<file path="src/rtl/sclkfifolut_rd2stream.sv">
`default_nettype none
// ============================================================================
//  Module      : sclkfifolut_rd2stream
//  Description : Read-side drain for sclkfifolut. Issues the FIFO read
//                enable, absorbs the FIFO's one-cycle registered read latency
//                into a 3-entry in-order buffer and presents the words on a
//                valid/ready stream at up to one word per cycle.
//                fifo_ren depends only on local registers and fifo_rempty,
//                so there is no combinational path from out_ready.
//  Ports       : clk          clock, rising edge
//                srst         synchronous reset, active high
//                fifo_ren     read enable to FIFO
//                fifo_rdata   FIFO read data, valid 1 cycle after accepted ren
//                fifo_rempty  FIFO empty flag (registered in FIFO)
//                out_valid    stream word available
//                out_ready    consumer accepts word on out_valid & out_ready
//                out_data     stream data (buffer head)
//                out_count    delivered-word counter, wraps
//  Revision    : 1.0  initial release
// ============================================================================
module sclkfifolut_rd2stream #(
    parameter int FIFO_WIDTH  = 32,
    parameter int COUNT_WIDTH = 16
) (
    input  logic                   clk,
    input  logic                   srst,
    output logic                   fifo_ren,
    input  logic [FIFO_WIDTH-1:0]  fifo_rdata,
    input  logic                   fifo_rempty,
    output logic                   out_valid,
    input  logic                   out_ready,
    output logic [FIFO_WIDTH-1:0]  out_data,
    output logic [COUNT_WIDTH-1:0] out_count
);

    localparam logic [1:0] c_LAST_IDX = 2'd2;   // highest buffer index
    localparam logic [2:0] c_DEPTH    = 3'd3;   // buffer entries

    logic [FIFO_WIDTH-1:0]  r_mem [0:2];
    logic [1:0]             r_head;
    logic [1:0]             r_tail;
    logic [1:0]             r_occ;
    logic                   r_pend;
    logic [COUNT_WIDTH-1:0] r_count;

    logic [2:0]             w_inflight;
    logic                   w_pop;
    logic [1:0]             w_head_nxt;
    logic [1:0]             w_tail_nxt;

    // Words already buffered plus the one still in the FIFO's read register.
    // Reserving a slot for the in-flight word keeps the landing from ever
    // overrunning the buffer, without looking at out_ready.
    assign w_inflight = {1'b0, r_occ} + {2'b00, r_pend};
    assign fifo_ren   = ~srst & ~fifo_rempty & (w_inflight < c_DEPTH);

    assign out_valid  = (r_occ != 2'd0);
    assign out_data   = r_mem[r_head];
    assign out_count  = r_count;

    assign w_pop      = out_valid & out_ready;
    assign w_head_nxt = (r_head == c_LAST_IDX) ? 2'd0 : r_head + 2'd1;
    assign w_tail_nxt = (r_tail == c_LAST_IDX) ? 2'd0 : r_tail + 2'd1;

    always_ff @(posedge clk) begin
        if (srst) begin
            // Buffered and in-flight words are discarded; clearing r_pend
            // also drops any word landing from a read issued before reset.
            for (int i = 0; i < 3; i++) begin
                r_mem[i] <= '0;
            end
            r_head  <= 2'd0;
            r_tail  <= 2'd0;
            r_occ   <= 2'd0;
            r_pend  <= 1'b0;
            r_count <= '0;
        end else begin
            r_pend <= fifo_ren;

            if (r_pend) begin
                r_mem[r_tail] <= fifo_rdata;
                r_tail        <= w_tail_nxt;
            end

            if (w_pop) begin
                r_head  <= w_head_nxt;
                r_count <= r_count + 1'b1;
            end

            // Simultaneous landing and pop leaves occupancy unchanged.
            case ({r_pend, w_pop})
                2'b10:   r_occ <= r_occ + 2'd1;
                2'b01:   r_occ <= r_occ - 2'd1;
                default: r_occ <= r_occ;
            endcase
        end
    end

endmodule
`default_nettype wire

</file>
<file path="config.mk">
export PLATFORM = sky130hd
export DESIGN_NAME = sclkfifolut_rd2stream
export DESIGN_NICKNAME = d
export VERILOG_FILES = /design/src/rtl/sclkfifolut_rd2stream.sv
export SDC_FILE = /design/constraint.sdc
export NUM_CORES = 1
export LEC_CHECK = 0
export CELL_PAD_IN_SITES_DETAIL_PLACEMENT = 1
export CELL_PAD_IN_SITES_GLOBAL_PLACEMENT = 1
export CORE_UTILIZATION = 25
export DETAILED_ROUTE_END_ITERATION = 6
export GPL_TIMING_DRIVEN = 0
export PLACE_DENSITY = 0.48
export SYNTH_ARGS = -nofsm -noshare
export SYNTH_HDL_FRONTEND = slang
export SYNTH_SLANG_ARGS = --single-unit
</file>
<file path="constraint.sdc">
create_clock -name clk -period 4.2 [get_ports clk]
set_input_delay 0.42 -clock clk [delete_from_list [all_inputs] [get_ports clk]]
set_output_delay 0.42 -clock clk [all_outputs]
set_load 0.005 [all_outputs]
</file>
==> results.json, run 1 <==
{
  "peakVddDrop_uv": 234,
  "antenna_found_initial": 2,
  "fin_setup_tns_ns": 0,
  "clock-root-buffer": "clkbuf_16",
  "hold_buffers": 0,
  "drv_slew": 0,
  "vias": 3701,
  "instances_no_fill": 852,
  "drive_gt1_share_pct": 14.4,
  "grt_overflow": 0,
  "place_area_mm2": 0.00766,
  "power.total_uw": 4050,
  "routabilityCongestion": 0.706,
  "grt_pass1_wl_mm": 23.5,
  "wl_per_cell_um": 17.9,
  "vias_per_cell": 4.34,
  "grt_use_total_pct": 12.4,
  "die_y_um": 162,
  "rsz0062_at_grt": "no",
  "yosysTopAreaCellShare_pct": 60.3,
  "area_delta_synth_final_pct": 30.3,
  "clk_pin_slew_ns": 0.06,
  "cts_setup_buffers": 0,
  "clockBufferDepth": 2,
  "relSlewSlack_pct": 28.2,
  "start_util_pct": 25.4,
  "hold_class": "reg2reg",
  "critPathKind": "reg2out",
  "drt_wl_total_mm": 15.3,
  "synthTopCellsByCount": "edfxtp_1 (128), and2_1 (96), mux4_2 (32)",
  "ys_types": 33,
  "cts-buffers-inserted": 17,
  "design.portCount": 86,
  "synth_edf_count": 128,
  "dr.pass1.iters": 4,
  "required_ns": 3.78,
  "clock_sinks": 153,
  "grt_max_degree": 33,
  "dp_cells": 819,
  "worst_slew_pin_slew_ns": 1.06,
  "ys_ff_latch": 153,
  "hold_viol_final": 0,
  "finClkSkew_ns": 0.0107,
  "hpwl_mm": 9.49,
  "synthCells": 403,
  "cp-start-kind": "flop",
  "setup_viol": 0,
  "coreArea_mm2": 0.0251,
  "insertion_delay_ns": 0.42,
  "fmax_ghz": 0.346,
  "drt-initial-drc-count": 149,
  "outcome": "finished clean",
  "h-tree-depth": 4,
  "cp_max_fo": 10,
  "grt_pass1_vias": 3964,
  "p_leak_uw": 0.00282,
  "cts_tree": "built",
  "avgSynthCellArea_um2": 15.8,
  "fin_crit_ns": 2.89,
  "place.port_buffers": 85,
  "drc": 0,
  "max_cap_viol_count": 0,
  "fin_area_mm2": 0.00830,
  "seq_area_frac_synth_pct": 68.2,
  "synth.area.top_cells": "edfxtp_1 (60%), mux4_2 (11%), and2_1 (9.4%)",
  "die_w_um": 162,
  "die-area_mm2": 0.0261,
  "postRouteAntennaNets": 0,
  "arrival_ns": 2.47,
  "p_per_area_mw_per_mm2": 488,
  "yosys.area.top_type": "edfxtp_1",
  "netlist_area_mm2": 0.00637,
  "synthArstFlopShare_pct": 0,
  "synthFlopType": "edfxtp_1",
  "cp-end-kind": "primary output",
  "num_rows": 58,
  "nNetsFinal": 548,
  "synth_most_common_cell": "edfxtp_1",
  "period_share_pct": 68.8,
  "ys_warn_count": 0,
  "ctsResizeCount": 0,
  "syn-num-nets": 443
}
-- per-stage QoR --
step	worst slack, ns	util (%)	hold WS [ns]
6_report	1.31	33.0	0.501
5_1_grt	0.980	33.0	0.556
3_3_place_gp	0.843	30.4	0.472
2_1_floorplan	2.28	-	0.474
3_5_place_dp	0.766	30.5	0.490
4_1_cts	1.19	33.0	0.501
-- critical path, cell delays in order, from the launching register on --
cell             delay, ns
dfxtp_1               0.31
clkbuf_1              0.24
buf_2                 0.43
mux4_2                0.60
clkdlybuf4s50_1       0.46
-- final timing paths --
check                                    from            end  slack [ns]  cells past startpoint
worst max-delay path                     flop   out_data[23]        1.31                      4
worst min-delay path            out_count[15]  out_count[15]        0.50                      2
worst max register to register         r_pend   r_mem[1][11]        1.45                      3
worst min register to register  out_count[15]  out_count[15]        0.50                      2
-- cell type report --
class	instances	area [um2]
Fill cell	2666	16800
Sequential cell	153	4340
Multi-Input combinational cell	225	1930
Timing Repair Buffer	86	878
Clock buffer	18	429
Tap cell	330	413
Clock inverter	14	204
Buffer	21	83.8
Inverter	4	15.0
Antenna cell	1	2.50
-- power by group --
group	switching (uW)	leakage, uW	internal (uW)
logic	281	0.00103	366
registers	35.6	0.00149	1720
clock network	603	0.000302	1050
-- cell families (layout without fill, tap and decap cells) --
group | after synthesis | in the layout | share of synthesized area, %
simple gates | 154 | 154 | 14.4
flops | 153 | 153 | 68.2
mux | 32 | 32 | 11.3
buf+inv | 25 | 143 | 1.55
compound gates | 23 | 23 | 2.12
xor+xnor | 12 | 12 | 1.65
fa+ha+maj | 4 | 4 | 0.786
other cells | 0 | 1 | 0
-- layout by cell type, fill, tap and decap left out, types with 3 or more instances in the layout --
cell type        count
buf_2                4
a21oi_1             11
clkdlybuf4s50_1     85
or2_2                5
o21ai_0              6
nor2_1              18
nor3_1               5
mux4_2              32
bufinv_16            5
nand3_1              6
dfxtp_1             25
xnor2_1              7
clkinv_1             3
clkbuf_1            16
xor2_1               5
inv_1                4
or3_1                6
and2_1              96
ha_1                 4
nand2_1              6
edfxtp_1           128
clkbuf_16           17
-- metal layers --
metal / vias to the layer above / global-route usage [%] / wire [um]
met5: - / 0 / 11
met4: 2 / 3.86 / 127
met3: 14 / 2.93 / 612
met2: 72 / 21.1 / 7750
met1: 1895 / 15.4 / 6760
li1: 1718 / - / -
-- flip-flops by register name, summed over array words and instances (netlist names), named ones only --
name	count
out_count	16
r_head	2
r_mem	128
r_occ	2
r_pend	1
r_tail	2
(Power assumes the default switching activity.)
==> run 2: changes to the inputs <==
==> constraint.sdc (replaced) <==
create_clock -name clk -period 2.7 [get_ports clk]
set_input_delay 0.27 -clock clk [delete_from_list [all_inputs] [get_ports clk]]
set_output_delay 0.27 -clock clk [all_outputs]
set_load 0.005 [all_outputs]
==> run 2 against run 1 <==
Total power increased by 56%; first-iteration DRC count increased by 8.1%; via count decreased by 0.32%; largest power group unchanged; highest routed layer unchanged; sequential power up 56%; non-clock buffer count decreased by 1; final cell count is 0.12% lower; critical path depth decreased by 1; clock power grew 56%; sequential cell count stayed put; routed wire length barely moved; clock-buffer cell count is the same.
==> results.json, run 2 (synthesis results as in run 1) <==
{
  "outcome": "finished clean",
  "antenna_found_initial": 2,
  "num_rows": 58,
  "hold_viol_final": 0,
  "switchingPower_uw": 1430,
  "drive_gt1_share_pct": 15.4,
  "dr.pass1.iters": 4,
  "cts_tree": "built",
  "layout_common_cells": "edfxtp_1 (128), and2_1 (96), clkdlybuf4s50_1 (85)",
  "worst_slew_pin_slew_ns": 0.993,
  "vias_per_cell": 4.33,
  "fmax_ghz": 0.394,
  "vias": 3689,
  "grt_pass1_wl_mm": 23.5,
  "start_util_pct": 25.4,
  "pwr-share-comb_pct": 16.0,
  "clockBufferDepth": 2,
  "die_w_um": 162,
  "drc": 0,
  "worst_slack_ns": 0.161,
  "die-area_mm2": 0.0261,
  "largest_register": "r_mem",
  "pwr-share-clk_pct": 40.6,
  "routabilityCongestion": 0.706,
  "p_per_area_mw_per_mm2": 759,
  "rsz0062_at_grt": "no",
  "place.port_buffers": 85,
  "final_core_util_pct": 33.2,
  "clk_pin_slew_ns": 0.06,
  "peakVddDrop_uv": 364,
  "hold_class": "in2reg",
  "grt_max_degree": 33,
  "hold_buffers": 0,
  "worst_path_largest_cell_delay_ns": 0.58,
  "instances_no_fill": 851,
  "grt_use_total_pct": 12.4,
  "hpwl_mm": 9.49,
  "switching_share_pct": 22.7,
  "clock_sinks": 153,
  "critPathKind": "reg2out",
  "drv_slew": 0,
  "dp_cells": 819,
  "design.portCount": 86,
  "cp-end-kind": "primary output",
  "final_common_cell": "edfxtp_1",
  "postRouteAntennaNets": 0,
  "die_y_um": 162,
  "finClkSkew_ns": 0.0114,
  "p_leak_uw": 0.00283,
  "clock-root-buffer": "clkbuf_16",
  "setup_viol": 0,
  "p_int_uw": 4890,
  "worstPathCellList": "buf_4, mux4_2, clkdlybuf4s50_1",
  "dpl_worst_slack_ns": -0.584,
  "drt_wl_total_mm": 15.3,
  "grt_overflow": 0,
  "coreArea_mm2": 0.0251,
  "area_delta_synth_final_pct": 30.8,
  "cp_slowest_cell": "mux4_2",
  "nNetsFinal": 547,
  "wl_per_cell_um": 17.9,
  "period_share_pct": 94.0,
  "required_ns": 2.43,
  "relSlewSlack_pct": 33.8,
  "drt-initial-drc-count": 161,
  "fin_setup_tns_ns": 0,
  "h-tree-depth": 4,
  "fin_crit_ns": 2.54,
  "largest_reg_flops": 128,
  "arrival_ns": 2.27,
  "seqPwrFrac_pct": 43.4,
  "grt_pass1_vias": 3964,
  "cp_max_fo": 10,
  "insertion_delay_ns": 0.42,
  "cp-start-kind": "flop",
  "max_cap_viol_count": 0,
  "cts-buffers-inserted": 17
}
-- run 2: changes by cell type in the layout (fill, tap and decap cells not counted), sizes merged --
cell | before | now
clkbuf | 33 | 34
buf | 7 | 5
-- run 2: final cells by class --
cell class,instances,area (um2)
plain buffers,20,98.8
clock inverters,14,204
diodes,1,2.50
inverters,4,15.0
clock buffers,18,429
fillers,2667,16800
multi-input cells,225,1950
well taps,330,413
repair buffers,86,878
flip-flops and latches,153,4340
-- run 2: power groups by stage --
stage	Clock, uW	Combinational [uW]	Sequential [uW]
2_1_floorplan	0	535	2760
3_3_place_gp	0	1030	2780
3_5_place_dp	0	1040	2790
4_1_cts	2640	1050	2730
5_1_grt	2730	1110	2760
6_report	2570	1010	2740
-- run 2: what timing repair did --
| action | 4_1_cts | 5_1_grt |
|---|---|---|
| buffers inserted | 0 | 0 |
| resized for setup | 2 | 15 |
| setup endpoints to repair | 94 | 94 |
| endpoints found under the hold margin | 0 | 0 |
-- run 2: worst max-delay path, delay by kind of cell (launching register included) --
kind	cells	cell delay (ns)
flip-flops	1	0.49
buffers and inverters	2	0.79
multiplexers	1	0.58
-- run 2: through the flow --
stage               hold WS (ns)  total power [uW]  area (um2)
floorplan                  0.360              3300        6370
global placement           0.472              3810        7630
global route               0.464              6600        8330
CTS                        0.428              6420        8300
finish                     0.444              6320        8330
detailed placement         0.490              3830        7660
-- run 2: path summary, 6_finish.rpt --
check,startpoint,end,slack (ns),cells after the start
hold / removal,fifo_rempty,r_pend,0.44,2
hold reg to reg,out_count[15],out_count[15],0.50,2
setup reg to reg,r_pend,r_mem[2][8],0.53,4
setup / recovery,flop,out_data[17],0.16,3
-- run 2: routing by layer --
| layer | wire length (um) | track usage (%) | up-vias |
|---|---|---|---|
| met5 | 11 | 0 | - |
| met4 | 167 | 3.86 | 2 |
| met3 | 652 | 2.93 | 18 |
| met2 | 7790 | 21.1 | 74 |
| met1 | 6640 | 15.4 | 1874 |
| li1 | - | - | 1721 |
==> run 3: changes to the inputs <==
--- a/config.mk
+++ b/config.mk
@@ -5,11 +5,13 @@
 export SDC_FILE = /design/constraint.sdc
 export NUM_CORES = 1
 export LEC_CHECK = 0
+export ABC_CLOCK_PERIOD_IN_PS = 2700
 export CELL_PAD_IN_SITES_DETAIL_PLACEMENT = 1
 export CELL_PAD_IN_SITES_GLOBAL_PLACEMENT = 1
 export CORE_UTILIZATION = 25
 export DETAILED_ROUTE_END_ITERATION = 6
 export GPL_TIMING_DRIVEN = 0
+export HOLD_SLACK_MARGIN = 0.03
 export PLACE_DENSITY = 0.48
 export SYNTH_ARGS = -nofsm -noshare
 export SYNTH_HDL_FRONTEND = slang
==> constraint.sdc (replaced) <==
create_clock -name clk -period 2.7 [get_ports clk]
set_input_delay 0.27 -clock clk [delete_from_list [all_inputs] [get_ports clk]]
set_output_delay 0.27 -clock clk [all_outputs]
set_load 0.05 [all_outputs]
==> run 3 against run 2 <==
Clock power shrank 10%; clock skew shrank 0.0026 ns; fmax grew 1.5%; via count is essentially flat; worst hold slack gained 0.015 ns; largest cell class unchanged.
==> results.json, run 3 (synthesis results as in run 1) <==
{
  "p_leak_uw": 0.00287,
  "routabilityCongestion": 0.696,
  "largest_register": "r_mem",
  "drc": 0,
  "fin_crit_ns": 2.50,
  "outcome": "finished clean",
  "diodes": 0,
  "largest_reg_flops": 128,
  "hold_class": "in2reg",
  "num_rows": 58,
  "vias_per_cell": 4.34,
  "clock-root-buffer": "clkbuf_16",
  "cp-start-kind": "flop",
  "grt_pass1_wl_mm": 23.5,
  "setup_viol": 0,
  "r2r_slack_ns": 0.24,
  "die_w_um": 162,
  "coreArea_mm2": 0.0251,
  "relSlewSlack_pct": 29.1,
  "required_ns": 2.43,
  "hpwl_mm": 9.68,
  "grt_use_total_pct": 12.6,
  "worstPathCellList": "buf_4, mux4_2, dlygate4sd2_1",
  "grt_max_degree": 33,
  "min_from": "fifo_rempty",
  "dr.pass1.iters": 4,
  "postRouteAntennaNets": 0,
  "insertion_delay_ns": 0.43,
  "drv_slew": 0,
  "hold_buffers": 0,
  "design.portCount": 86,
  "cts-buffers-inserted": 17,
  "start_util_pct": 25.4,
  "antenna_found_initial": 1,
  "fill_cells": 2685,
  "max_cap_viol_count": 0,
  "nNetsFinal": 547,
  "h-tree-depth": 4,
  "wl_per_cell_um": 18.2,
  "hold_viol_final": 0,
  "worst_path_largest_cell_delay_ns": 0.55,
  "period_share_pct": 92.6,
  "cts_tree": "built",
  "drt-initial-drc-count": 160,
  "grt_pass1_vias": 4067,
  "final_common_cell": "edfxtp_1",
  "clockBufferDepth": 2,
  "arrival_ns": 2.23,
  "layout_common_cells": "edfxtp_1 (128), and2_1 (96), clkdlybuf4s50_1 (54)",
  "place.port_buffers": 85,
  "cts_setup_buffers": 0,
  "r2r-end": "r_mem[0][22]",
  "critPathTopFamily": "buffers and inverters",
  "finClkSkew_ns": 0.00880,
  "cp_slowest_cell": "mux4_2",
  "dp_cells": 819,
  "grt_overflow": 0,
  "holdPathEnd": "r_pend",
  "critPathKind": "reg2out",
  "fmax_ghz": 0.400,
  "die_y_um": 162,
  "rsz0062_at_grt": "no",
  "peakVddDrop_uv": 379,
  "r2r-start": "r_pend",
  "min_delay_path_depth": 2,
  "path_buf_inv": 2,
  "r2r_cells": 3,
  "clock_sinks": 153,
  "power.total_uw": 6460,
  "dpl_worst_slack_ns": -0.563,
  "die-area_mm2": 0.0261,
  "worst_slack_ns": 0.200,
  "drive_gt1_share_pct": 16.0,
  "clk_pin_slew_ns": 0.06,
  "cp-end-kind": "primary output",
  "worst_slew_pin_slew_ns": 1.05,
  "p_per_area_mw_per_mm2": 786,
  "area_delta_synth_final_pct": 29.0,
  "drt_wl_total_mm": 15.5,
  "cp_max_fo": 10,
  "instances_no_fill": 850,
  "vias": 3686
}
## run 3: what timing repair did
item / 4_1_cts / 5_1_grt
resized for setup: 39 / 3
pin swaps: 0 / 0
endpoints found under the setup margin: 95 / 62
## run 3: area by class of cell
class / count / area (um2) / share of cell area (%)
Timing Repair Buffer: 86 / 832 / 10.1
Sequential cell: 153 / 4340 / 52.9
Multi-Input combinational cell: 225 / 1950 / 23.7
Clock inverter: 14 / 138 / 1.68
Tap cell: 330 / 413 / 5.03
Buffer: 20 / 98.8 / 1.20
Inverter: 4 / 15.0 / 0.183
Clock buffer: 18 / 429 / 5.22
## run 3: through the flow
stage | hold slack, ns | TNS, ns | utilization (%) | cell area [um2]
final | 0.459 | 0 | 32.7 | 8220
after detailed placement | 0.493 | -30.42 | 30.5 | 7660
after CTS | 0.435 | 0 | 32.7 | 8210
after floorplan | 0.360 | 0 | - | 6380
after global routing | 0.465 | 0 | 32.7 | 8220
after global placement | 0.471 | -37.49 | 30.4 | 7640
## run 3: how the worst max path moves through the flow
stage | from | to | slack (ns) | cells past startpoint
after floorplan | r_occ[0] | fifo_ren | 0.53 | 3
after global placement | srst | r_mem[0][2] | -0.55 | 4
final | flop | out_data[6] | 0.20 | 3
after detailed placement | srst | r_mem[0][2] | -0.56 | 4
after global routing | flop | out_data[6] | 0.05 | 3
after CTS | flop | out_data[13] | 0.02 | 4
## run 3: power by group
part	switching (uW)	total [uW]	internal, uW
Clock	1020	2310	1290
Combinational	902	1410	511
Sequential	66.0	2740	2680
## run 3: layer usage
metal / up-vias / GRT usage, % / part of all wire, %
met1: 1889 / 14.8 / 43
met5: - / 0 / 0
met2: 66 / 21.9 / 52
met4: 0 / 3.99 / 1.0
li1: 1720 / - / -
met3: 11 / 3.60 / 4.0
